$ cat src/rtl/cmos_capture_pkg.sv
// Shared types and constants for the CMOS capture controller.
package cmos_capture_pkg;

   typedef enum logic [1:0] {
      ST_IDLE    = 2'd0,
      ST_SYNC    = 2'd1,
      ST_ARMED   = 2'd2,
      ST_CAPTURE = 2'd3
   } state_t;

   localparam int CNT_W      = 16;
   localparam int DEF_WIDTH  = 640;
   localparam int DEF_HEIGHT = 480;

   // Increment that sticks at all-ones instead of wrapping.
   function automatic logic [CNT_W-1:0] sat_inc_cnt(input logic [CNT_W-1:0] v);
      return (&v) ? v : v + 16'd1;
   endfunction

endpackage

$ cat src/rtl/cmos_edge_det.sv
// Input stage S1 for the sensor bus plus rise/fall pulses on vsync and href.
// Pulses compare S1 with its one-cycle-delayed copy.
module cmos_edge_det #(
   parameter int C_DATA_WIDTH = 8
) (
   input  logic                    clk_i,
   input  logic                    rst_i,
   input  logic                    vsync_i,
   input  logic                    href_i,
   input  logic [C_DATA_WIDTH-1:0] data_i,
   output logic                    vsync_o,
   output logic                    href_o,
   output logic [C_DATA_WIDTH-1:0] data_o,
   output logic                    vsync_rise_o,
   output logic                    vsync_fall_o,
   output logic                    href_rise_o,
   output logic                    href_fall_o
);

   logic                    vsync_q, href_q, vsync_dly_q, href_dly_q;
   logic [C_DATA_WIDTH-1:0] data_q;

   // Register the sensor bus once and keep a delayed copy of the strobes.
   always_ff @(posedge clk_i) begin
      if (rst_i) begin
         vsync_q     <= 1'b0;
         href_q      <= 1'b0;
         data_q      <= '0;
         vsync_dly_q <= 1'b0;
         href_dly_q  <= 1'b0;
      end else begin
         vsync_q     <= vsync_i;
         href_q      <= href_i;
         data_q      <= data_i;
         vsync_dly_q <= vsync_q;
         href_dly_q  <= href_q;
      end
   end

   assign vsync_o      = vsync_q;
   assign href_o       = href_q;
   assign data_o       = data_q;
   assign vsync_rise_o = vsync_q & ~vsync_dly_q;
   assign vsync_fall_o = ~vsync_q & vsync_dly_q;
   assign href_rise_o  = href_q & ~href_dly_q;
   assign href_fall_o  = ~href_q & href_dly_q;

endmodule

$ cat src/rtl/cmos_capture_ctrl.sv
// CMOS DVP frame capture controller: syncs to vsync, crops to the configured
// geometry and emits an AXI-Stream-like pixel stream with status pulses.
// Define CMOS_CAPTURE_STATS_EN to build the 16-bit frame/error counters;
// otherwise sts_frame_cnt/sts_err_cnt are tied to zero.
module cmos_capture_ctrl
   import cmos_capture_pkg::*;
#(
   parameter int C_DATA_WIDTH = 8,
   parameter int C_IMG_WBITS  = 12,
   parameter int C_IMG_HBITS  = 12
) (
   input  logic                    cmos_pclk,
   input  logic                    cmos_rst,
   input  logic                    cmos_vsync,
   input  logic                    cmos_href,
   input  logic [C_DATA_WIDTH-1:0] cmos_data,
   input  logic [C_IMG_WBITS-1:0]  cfg_width,
   input  logic [C_IMG_HBITS-1:0]  cfg_height,
   input  logic                    cfg_continuous,
   input  logic                    ctl_start,
   input  logic                    ctl_stop,
   input  logic                    m_axis_tready,
   output logic                    m_axis_tvalid,
   output logic [C_DATA_WIDTH-1:0] m_axis_tdata,
   output logic                    m_axis_tuser,
   output logic                    m_axis_tlast,
   output logic                    sts_busy,
   output logic                    sts_frame_done,
   output logic                    sts_size_err,
   output logic                    sts_overflow,
   output logic [CNT_W-1:0]        sts_frame_cnt,
   output logic [CNT_W-1:0]        sts_err_cnt
);

   localparam logic [C_IMG_WBITS-1:0] X_ONE = {{(C_IMG_WBITS-1){1'b0}}, 1'b1};
   localparam logic [C_IMG_HBITS-1:0] Y_ONE = {{(C_IMG_HBITS-1){1'b0}}, 1'b1};

   logic                    vsync_s1, href_s1;
   logic                    vsync_rise, vsync_fall, href_rise, href_fall;
   logic [C_DATA_WIDTH-1:0] data_s1;

   state_t                  state_q, state_d;
   logic                    stop_q, stop_d, cap_start;
   logic [C_IMG_WBITS-1:0]  x_q, x_cur, x_inc, width_q;
   logic [C_IMG_HBITS-1:0]  y_q, y_inc, y_end, height_q;
   logic                    cont_q;
   logic                    in_cap, pix_keep, frame_end;
   logic                    err_long, err_short, err_frame, size_err_d;
   logic                    tvalid_q, tuser_q, tlast_q;
   logic                    frame_done_q, size_err_q, overflow_q;
   logic [C_DATA_WIDTH-1:0] tdata_q;

   cmos_edge_det #(.C_DATA_WIDTH(C_DATA_WIDTH)) u_edge (
      .clk_i        (cmos_pclk),
      .rst_i        (cmos_rst),
      .vsync_i      (cmos_vsync),
      .href_i       (cmos_href),
      .data_i       (cmos_data),
      .vsync_o      (vsync_s1),
      .href_o       (href_s1),
      .data_o       (data_s1),
      .vsync_rise_o (vsync_rise),
      .vsync_fall_o (vsync_fall),
      .href_rise_o  (href_rise),
      .href_fall_o  (href_fall)
   );

   // x restarts at a line start even if a falling edge was never seen.
   assign in_cap     = (state_q == ST_CAPTURE);
   assign x_cur      = href_rise ? '0 : x_q;
   assign x_inc      = (&x_cur) ? x_cur : x_cur + X_ONE;
   assign y_inc      = (&y_q) ? y_q : y_q + Y_ONE;
   assign y_end      = href_fall ? y_inc : y_q;
   assign pix_keep   = in_cap && href_s1 && (x_cur < width_q) && (y_q < height_q);
   assign err_long   = in_cap && href_s1 && (x_cur == width_q);
   assign err_short  = in_cap && href_fall && (x_q != '0) && (x_q < width_q);
   assign frame_end  = in_cap && vsync_rise;
   assign err_frame  = frame_end && (y_end != height_q);
   assign size_err_d = err_long | err_short | err_frame;

   // Next-state logic; stop during CAPTURE is deferred to the frame end.
   always_comb begin
      state_d   = state_q;
      stop_d    = stop_q;
      cap_start = 1'b0;
      case (state_q)
         ST_IDLE: begin
            stop_d = 1'b0;
            if (ctl_start && !ctl_stop) state_d = ST_SYNC;
         end
         ST_SYNC: begin
            if (ctl_stop)      state_d = ST_IDLE;
            else if (vsync_s1) state_d = ST_ARMED;
         end
         ST_ARMED: begin
            if (ctl_stop) state_d = ST_IDLE;
            else if (vsync_fall) begin
               state_d   = ST_CAPTURE;
               cap_start = 1'b1;
            end
         end
         ST_CAPTURE: begin
            if (ctl_stop) stop_d = 1'b1;
            if (vsync_rise) begin
               stop_d  = 1'b0;
               state_d = (cont_q && !stop_q && !ctl_stop) ? ST_ARMED : ST_IDLE;
            end
         end
         default: state_d = ST_IDLE;
      endcase
   end

   // FSM state and stop-pending flag.
   always_ff @(posedge cmos_pclk) begin
      if (cmos_rst) begin
         state_q <= ST_IDLE;
         stop_q  <= 1'b0;
      end else begin
         state_q <= state_d;
         stop_q  <= stop_d;
      end
   end

   // Pixel and line position within the frame being captured.
   always_ff @(posedge cmos_pclk) begin
      if (cmos_rst) begin
         x_q <= '0;
         y_q <= '0;
      end else if (cap_start) begin
         x_q <= '0;
         y_q <= '0;
      end else if (in_cap) begin
         if (href_fall) begin
            x_q <= '0;
            y_q <= y_inc;
         end else if (href_s1) begin
            x_q <= x_inc;
         end
      end
   end

   // Geometry and mode are frozen for the whole frame at capture start.
   always_ff @(posedge cmos_pclk) begin
      if (cap_start) begin
         width_q  <= cfg_width;
         height_q <= cfg_height;
         cont_q   <= cfg_continuous;
      end
   end

   // Output stage: pixel stream and status pulses, one cycle after S1.
   always_ff @(posedge cmos_pclk) begin
      if (cmos_rst) begin
         tvalid_q     <= 1'b0;
         tdata_q      <= '0;
         tuser_q      <= 1'b0;
         tlast_q      <= 1'b0;
         frame_done_q <= 1'b0;
         size_err_q   <= 1'b0;
         overflow_q   <= 1'b0;
      end else begin
         tvalid_q     <= pix_keep;
         if (pix_keep) tdata_q <= data_s1;
         tuser_q      <= pix_keep && (x_cur == '0) && (y_q == '0);
         tlast_q      <= pix_keep && (x_cur == width_q - X_ONE);
         frame_done_q <= frame_end;
         size_err_q   <= size_err_d;
         overflow_q   <= overflow_q | (tvalid_q & ~m_axis_tready);
      end
   end

   assign m_axis_tvalid  = tvalid_q;
   assign m_axis_tdata   = tdata_q;
   assign m_axis_tuser   = tuser_q;
   assign m_axis_tlast   = tlast_q;
   assign sts_busy       = (state_q != ST_IDLE);
   assign sts_frame_done = frame_done_q;
   assign sts_size_err   = size_err_q;
   assign sts_overflow   = overflow_q;

`ifdef CMOS_CAPTURE_STATS_EN
   logic [CNT_W-1:0] frame_cnt_q, err_cnt_q;

   // Saturating frame and size-error counters.
   always_ff @(posedge cmos_pclk) begin
      if (cmos_rst) begin
         frame_cnt_q <= '0;
         err_cnt_q   <= '0;
      end else begin
         if (frame_end)  frame_cnt_q <= sat_inc_cnt(frame_cnt_q);
         if (size_err_d) err_cnt_q   <= sat_inc_cnt(err_cnt_q);
      end
   end

   assign sts_frame_cnt = frame_cnt_q;
   assign sts_err_cnt   = err_cnt_q;
`else
   assign sts_frame_cnt = '0;
   assign sts_err_cnt   = '0;
`endif

endmodule
$ cat config.mk
export PLATFORM = sky130hd
export DESIGN_NAME = cmos_capture_ctrl
export DESIGN_NICKNAME = d
export VERILOG_FILES = /design/src/rtl/cmos_capture_pkg.sv /design/src/rtl/cmos_edge_det.sv /design/src/rtl/cmos_capture_ctrl.sv
export SDC_FILE = /design/constraint.sdc
export NUM_CORES = 1
export LEC_CHECK = 0
export ABC_CLOCK_PERIOD_IN_PS = 8470
export CAP_MARGIN = 20
export CORE_ASPECT_RATIO = 1.5
export CORE_MARGIN = 2
export CORE_UTILIZATION = 30
export DETAILED_ROUTE_END_ITERATION = 8
export GPL_TIMING_DRIVEN = 0
export REMOVE_ABC_BUFFERS = 1
export SETUP_SLACK_MARGIN = 0.02
export SLEW_MARGIN = 20
export SYNTH_ARGS = -nofsm -noshare
export SYNTH_HDL_FRONTEND = slang
export SYNTH_SLANG_ARGS = --single-unit
$ cat constraint.sdc
create_clock -name cmos_pclk -period 8.47 [get_ports cmos_pclk]
set_clock_uncertainty 0.15 [all_clocks]
set_input_delay 1.2705 -clock cmos_pclk [delete_from_list [all_inputs] [get_ports cmos_pclk]]
set_output_delay 1.2705 -clock cmos_pclk [all_outputs]
set_load 0.01 [all_outputs]
==> results of run 1 <==
-- per-stage QoR --
step                cells  cell area [um2]  worst slack (ns)
floorplan             589             5090              5.08
global placement      860             5900              3.39
detailed placement    862             5930              4.55
CTS                   878             6220              4.55
global route          878             6220              4.22
finish                878             6220              4.44
-- cells in the mapped netlist (11+ instances only) --
library cell	number
nand4_1	11
o21ai_0	20
nand3_1	18
buf_2	13
nor3_1	16
mux2i_1	11
nor4_1	13
nand2_1	40
edfxtp_1	25
ha_1	42
clkbuf_1	13
xor2_1	13
inv_1	41
buf_4	35
a21oi_1	30
nor2_1	43
dfxtp_1	53
nor2b_1	17
xnor2_1	20
nand2b_1	26
-- where the power goes --
part / total (mW) / switching [mW] / internal, mW
logic: 0.0514 / 0.0251 / 0.0263
registers: 0.394 / 0.00443 / 0.389
clock network: 0.384 / 0.178 / 0.206
total: 0.829 / 0.208 / 0.622
-- worst max-delay path by stage --
stage,from,endpoint,slack [ns]
after floorplan,ctl_stop,x_q[11],5.08
after global placement,ctl_stop,x_q[11],3.39
after detailed placement,u_edge.href_o,sts_size_err,4.55
after CTS,u_edge.href_o,sts_size_err,4.55
after global routing,u_edge.href_o,sts_size_err,4.22
final,u_edge.href_o,sts_size_err,4.44
-- worst max-delay path, stage by stage (launching register included) --
cell	delay, ns
dfxtp_1	0.78
nand2b_1	0.59
nand2_1	0.41
inv_1	0.18
ha_1	0.31
and4_1	0.26
and3_1	0.18
nand3_1	0.10
nor4_1	0.66
nor3_1	0.13
a31oi_1	0.19
-- cells by family after synthesis --
| kind of cell | share of synthesized area |
|---|---|
| xor gates and xnor gates | 0.0538 |
| adders and majority gates | 0.0977 |
| and+or+nand+nor | 0.238 |
| muxes | 0.0247 |
| other | 0.000697 |
| AOI/OAI and AO/OA | 0.142 |
| DFF | 0.337 |
| buffers and inverters | 0.106 |
-- layer usage --
layer | wire length, um | share of wire
met1 | 5240 | 0.40
met2 | 7020 | 0.53
met3 | 455 | 0.035
met4 | 465 | 0.035
met5 | 0 | 0
-- registers in the layout, summed over array words and instances, names as in the netlist, 2 cells and up --
register	count
width_q	12
y_q	12
m_axis_tdata	8
state_q	2
u_edge.data_o	8
x_q	12
height_q	12
-- final cells by class --
| type | instances | area, um2 |
|---|---|---|
| Fill cell | 1858 | 11500 |
| Timing Repair Buffer | 56 | 561 |
| Clock buffer | 9 | 225 |
| Sequential cell | 78 | 1810 |
| Clock inverter | 7 | 61.3 |
| Tap cell | 217 | 272 |
| Inverter | 44 | 165 |
| Multi-Input combinational cell | 467 | 3120 |
==> out/qor.yml, run 1 <==
clocking:
  cts_hold_buf: 0
  ctsLongestPathBuffers: 2
  cts_sinks: 78
  post_cts_buffers: 0
  cts_tree: "done"
  cts_max_level: 3
  numCtsBuffers: 9
  clk_latency_ns: 0.34
  clk_pin_slew_ns: 0.07
  cts_resized: 0
  clock-root-buffer: "clkbuf_16"
yosys:
  synth_top_area_cell: "dfxtp_1"
  yosys_most_used_dff: "dfxtp_1"
  synth_seq_cells: 78
  synth_area_leaders: "dfxtp_1 (20%), edfxtp_1 (14%), ha_1 (9.8%), buf_4 (4.9%), xnor2_1 (3.3%)"
  synth.top_cell.area_share: 0.197
  synth.avg_cell_area_um2: 8.63
  mappedNetlistArea_um2: 5380
  synth_seq_area_share: 0.337
  synth-async-reset-ratio: 0
  synth-edff-count: 25
  synth_cells: 623
  ys_warn_count: 0
  synth.distinct_cells: 69
die:
  start_util: 0.303
  core_um2: 17700
  ios: 87
  dieWidth_um: 113
  dieArea_um2: 19000
  row_count: 60
  die_height_um: 168
sta:
  final.setup.tns_ns: 0
  fmax_mhz: 248
  setup-violations-final: 0
  slew-limit-headroom: 0.503
  whs_ns: 0.308
  post-route-period-util: 0.476
  rsz0062_at_grt: "false"
  min_period_ns: 4.03
  worstMarginPinSlew_ns: 0.727
  slew_violations: 0
  hold_violations: 0
worst_hold_path:
  holdPathStages: 2
  min-delay-path-class: "reg2reg"
  min_to: "m_axis_tdata[5]"
  min-delay-start: "u_edge.data_o[5]"
cells_and_area:
  n_antenna_cell: 0
  layout_common_cells: "clkdlybuf4s50_1 (53), dfxtp_1 (53), nor2_1 (42), ha_1 (42), inv_1 (41)"
  post-route-util: 0.351
  drive_gt1_frac: 0.0514
  syn_to_final_growth_pct: 15.7
  finish.net_count: 738
global_routing:
  top_usage_layer: "met2"
  antenna_found_initial: 0
  globalRouteOverflowTotal: 0
  grt_use_met3: 0.0212
  first_global_vias: 4239
  met1_usage: 0.158
  grt_use_met2: 0.264
  grt_pass1_wl_um: 21700
  grt_use_total: 0.143
  grt_max_degree: 39
setup_path:
  critPathCaptureType: "register"
  critPathMaxFanout: 21
  r2r_end: "sts_size_err"
  worst-setup-path-type: "reg2reg"
  r2r_slack_ns: 4.44
  r2r_start: "u_edge.href_o"
  cp.arrival_ns: 4.15
  reg2reg_depth: 10
  crit_path_start_kind: "register"
  cp.required_ns: 8.58
run:
  cap_violations: 0
placement:
  portBuffers: 54
  place_congestion: 0.879
  hpwlAfterDp_um: 9910
pwr:
  power_density_nw_per_um2: 133
  fin_total_pwr_uw: 829
  peakVddDrop_v: 0.0000856
  p_leak_nw: 2.39
routing:
  antenna_left: 0
  first_iter_violations: 200
  viasPerCell: 5.05
  vias: 4431
  routedWlPerCell_um: 15.0
  drc_errors: 0
  detail_route.first_pass.iterations: 4
  wl_um: 13200
run_status:
  status: "complete, no violations"
(Power assumes the default switching activity.)
==> run 2: changes to the inputs <==
- ABC_CLOCK_PERIOD_IN_PS: 8470 -> 4100
- clock period: 8.47 -> 4.1 ns (I/O delays scaled with it)
==> run 2 against run 1 <==
Compared with the run above:
- non-clock buffer count is the same
- first-iteration DRC count is the same
- sequential share of layout area is essentially flat
- critical endpoint unchanged
- total power grew 110%
- critical path depth is the same
- hold slack is essentially flat
- cell area is essentially flat
- register-to-register slack lost 4.1 ns
- count of clock-buffer cells in the layout is the same
- sequential cell count is the same
- clock power grew 110%
==> out/qor.yml, run 2 (synthesis results as in run 1) <==
routing:
  routedWlPerCell_um: 15.0
  drc_errors: 0
  detail_route.first_pass.iterations: 4
  antenna_left: 0
  wl_um: 13200
  first_iter_violations: 200
  viasPerCell: 5.05
  vias: 4436
sta:
  hold_violations: 0
  final.setup.tns_ns: 0
  setup-violations-final: 0
  rsz0062_at_grt: "false"
  slew-limit-headroom: 0.502
  post-route-period-util: 0.920
  slew_violations: 0
  fmax_mhz: 265
  min_period_ns: 3.77
  worstMarginPinSlew_ns: 0.728
global_routing:
  first_global_vias: 4239
  globalRouteOverflowTotal: 0
  grt_pass1_wl_um: 21700
  grt_use_met2: 0.264
  grt_use_met3: 0.0212
  antenna_found_initial: 0
  grt_use_total: 0.143
  met1_usage: 0.158
  top_usage_layer: "met2"
  grt_max_degree: 39
worst_hold_path:
  min-delay-start: "u_edge.data_o[5]"
  min-delay-path-class: "reg2reg"
setup_path:
  crit_family: "simple AND/OR/NAND/NOR gates"
  path_buf_inv: 1
  critPathCaptureType: "register"
  worst-setup-path-type: "reg2reg"
  cp-startpoint: "u_edge.href_o"
  path_cells: "nand2b_2 -> nand2_1 -> inv_1 -> ha_1 -> and4_1 -> and3_1 -> nand3_1 -> nor4_1 -> nor3_1 -> a31oi_1"
  cp.required_ns: 4.22
  cp.arrival_ns: 3.89
  critPathMaxFanout: 21
  critPathSlowestCell: "dfxtp_1"
  cpPeakStageDelay_ns: 0.79
  r2r_start: "u_edge.href_o"
  crit_path_start_kind: "register"
cells_and_area:
  finish.net_count: 738
  layout_common_cells: "clkdlybuf4s50_1 (53), dfxtp_1 (53), nor2_1 (42), ha_1 (42), inv_1 (41)"
  stdcell_area_um2: 6220
  drive_gt1_frac: 0.0530
  syn_to_final_growth_pct: 15.7
  n_antenna_cell: 0
die:
  dieArea_um2: 19000
  ios: 87
  core_um2: 17700
  row_count: 60
  die_height_um: 168
  dieWidth_um: 113
  start_util: 0.303
clocking:
  cts_max_level: 3
  cts_tree: "done"
  ctsLongestPathBuffers: 2
  clk_pin_slew_ns: 0.07
  post_cts_buffers: 0
  clk_latency_ns: 0.34
  numCtsBuffers: 9
  cts_sinks: 78
  cts_resized: 0
  cts_hold_buf: 0
  clock-root-buffer: "clkbuf_16"
run:
  cap_violations: 0
placement:
  hpwlAfterDp_um: 9910
  place_congestion: 0.879
  place_area_um2: 5930
  portBuffers: 54
pwr:
  power_density_nw_per_um2: 275
  fin_total_pwr_mw: 1.71
  peakVddDrop_v: 0.000177
  p_leak_nw: 2.39
run_status:
  status: "complete, no violations"
-- run 2: path summary, 6_finish.rpt --
path                          end  slack (ns)  cells past startpoint
setup / recovery     sts_size_err        0.33                     10
hold / removal    m_axis_tdata[5]        0.31                      2
setup reg to reg     sts_size_err        0.33                     10
hold reg to reg   m_axis_tdata[5]        0.31                      2
-- run 2: power by group --
group	switching, mW	leakage (nW)	internal (mW)
Combinational	0.0519	1.59	0.0546
Sequential	0.00923	0.655	0.804
Clock	0.368	0.145	0.425
-- run 2: cell type report --
type / count / area (um2)
Fill cell: 1858 / 11500
Multi-Input combinational cell: 467 / 3130
Timing Repair Buffer: 56 / 561
Inverter: 44 / 165
Clock inverter: 7 / 61.3
Tap cell: 217 / 272
Sequential cell: 78 / 1810
Clock buffer: 9 / 225
-- run 2: per-stage QoR --
stage	setup slack, ns	utilization	hold WS [ns]	cells
floorplan	0.879	-	0.287	589
global placement	-0.321	0.333	0.289	860
detailed placement	0.182	0.335	0.304	862
CTS	0.175	0.351	0.313	878
global route	0.136	0.351	0.329	878
finish	0.330	0.351	0.308	878
-- run 2: layer usage --
metal / routed length, um / part of all wire
met1: 5260 / 0.40
met4: 465 / 0.035
met2: 7030 / 0.53
met5: 0 / 0
met3: 438 / 0.033
-- run 2: worst min-delay path: cells and delay by family (launching register included) --
kind             cells  cell delay (ns)
flip-flops           1             0.30
AND/OR/NAND/NOR      1             0.06
multiplexers         1             0.06
==> run 3: changes to the inputs <==
- ABC_CLOCK_PERIOD_IN_PS: 4100 -> 3100
- clock period: 4.1 -> 3.1 ns (I/O delays scaled with it)
==> run 3 against run 2 <==
Compared with the run above:
- first-iteration DRC count shrank 8.5%
- register-to-register slack lost 0.20 ns
- utilization grew 0.28 points
- sequential share of layout area shrank 0.11 points
- sequential power grew 33%
- clock power grew 32%
- count of clock-buffer cells in the layout is the same
- critical endpoint unchanged
- largest power group unchanged
- highest routed layer unchanged
==> out/qor.yml, run 3 (synthesis results as in run 1) <==
clocking:
  cts_hold_buf: 0
  numCtsBuffers: 9
  ctsLongestPathBuffers: 2
  cts_sinks: 78
  cts_tree: "done"
  cts_max_level: 3
  clock-root-buffer: "clkbuf_16"
  clk_latency_ns: 0.34
  clk_pin_slew_ns: 0.07
sta:
  final.setup.tns_ns: 0
  min_period_ns: 2.97
  rsz0062_at_grt: "true"
  post-route-period-util: 0.959
  setup-violations-final: 0
  slew-limit-headroom: 0.478
  fmax_mhz: 336
  hold_violations: 0
  worstMarginPinSlew_ns: 0.764
  slew_violations: 0
  whs_ns: 0.308
  postLayoutSetupSlackWorst_ns: 0.126
setup_path:
  reg2reg_depth: 10
  crit_end: "sts_size_err"
  cp.arrival_ns: 3.09
  worst-setup-path-type: "reg2reg"
  critPathCaptureType: "register"
  cp-startpoint: "u_edge.href_o"
  r2r_slack_ns: 0.13
  crit_path_start_kind: "register"
  critPathMaxFanout: 21
  r2r_end: "sts_size_err"
  cp.required_ns: 3.22
  r2r_start: "u_edge.href_o"
routing:
  detail_route.first_pass.iterations: 4
  vias: 4463
  wl_um: 13300
  drc_errors: 0
  routedWlPerCell_um: 15.1
  antenna_left: 0
  viasPerCell: 5.08
  first_iter_violations: 183
pwr:
  p_seq_frac: 0.474
  peakVddDrop_v: 0.000233
  p_clk_frac: 0.463
  fin_total_pwr_mw: 2.27
  p_leak_nw: 2.41
  power_density_nw_per_um2: 361
  power_frac_comb: 0.063
  p_int_mw: 1.70
  p_sw_uw: 568
  switching_share: 0.251
global_routing:
  grt_max_degree: 39
  grt_pass1_wl_um: 21800
  antenna_found_initial: 0
  grt_use_total: 0.143
  globalRouteOverflowTotal: 0
  first_global_vias: 4256
cells_and_area:
  layout_common_cells: "clkdlybuf4s50_1 (53), dfxtp_1 (51), nor2_1 (42), inv_1 (41), ha_1 (41)"
  post-route-util: 0.354
  syn_to_final_growth_pct: 16.6
  stdcell_count: 879
  n_antenna_cell: 0
  drive_gt1_frac: 0.0604
  finish.net_count: 739
  final_common_cell: "clkdlybuf4s50_1"
  stdcell_area_um2: 6270
  multi_input_comb_area_um2: 3150
  nFillCells: 1854
  ff_latch_area_um2: 1820
die:
  core_um2: 17700
  die_height_um: 168
  dieArea_um2: 19000
  row_count: 60
  ios: 87
  dieWidth_um: 113
  start_util: 0.303
placement:
  place_area_um2: 5930
  portBuffers: 54
  hpwlAfterDp_um: 9910
  place_worst_setup_slack_ns: -0.818
  post-place-cells: 862
  place_congestion: 0.879
worst_hold_path:
  min-delay-path-class: "reg2reg"
  min-delay-start: "u_edge.data_o[5]"
run_status:
  status: "complete, no violations"
run:
  cap_violations: 0
run 3: layout make-up:
cell class / instances / area share
clock inverter: 7 / 0.00978
sequential: 78 / 0.290
timing repair buffer: 57 / 0.0926
inverter: 44 / 0.0263
tap: 217 / 0.0433
multi-input combinational: 467 / 0.502
clock buffer: 9 / 0.0359
run 3: worst min-delay path by stage:
stage	endpoint	cells after the start
final	m_axis_tdata[5]	2
after global routing	m_axis_tdata[2]	2
after CTS	m_axis_tdata[3]	2
after detailed placement	m_axis_tdata[7]	2
after global placement	m_axis_tdata[6]	2
after floorplan	m_axis_tdata[0]	2
run 3: timing repair:
| item | in CTS | in global routing |
|---|---|---|
| cloned | 0 | 0 |
| hold endpoints to repair | 0 | 0 |
| pin swaps | 1 | 1 |
| endpoints found under the setup margin | 24 | 16 |
| resized for setup | 6 | 3 |
| setup buffers | 1 | 0 |
run 3: power groups by stage:
stage          sequential, mW  combinational [mW]  clock (mW)
3_5_place_dp             1.10               0.141           0
5_1_grt                  1.08               0.158        1.13
2_1_floorplan            1.10              0.0669           0
4_1_cts                  1.08               0.143        1.08
6_report                 1.08               0.142        1.05
3_3_place_gp             1.10               0.142           0
run 3: worst max-delay path, cell delays in order, from the launching register on:
cell and delay [ns]:
dfxtp_4 0.49, nand2b_4 0.19, nand2_1 0.25, inv_1 0.16, ha_1 0.31, and4_1 0.27, and3_1 0.18, nand3_1 0.11
nor4_2 0.48, nor3_1 0.11, a31oi_1 0.18
run 3: routing by layer:
| metal | GRT usage | wire length, um |
|---|---|---|
| met1 | 0.158 | 5340 |
| met2 | 0.265 | 7010 |
| met3 | 0.0212 | 445 |
| met4 | 0.0673 | 463 |
| met5 | 0 | 0 |
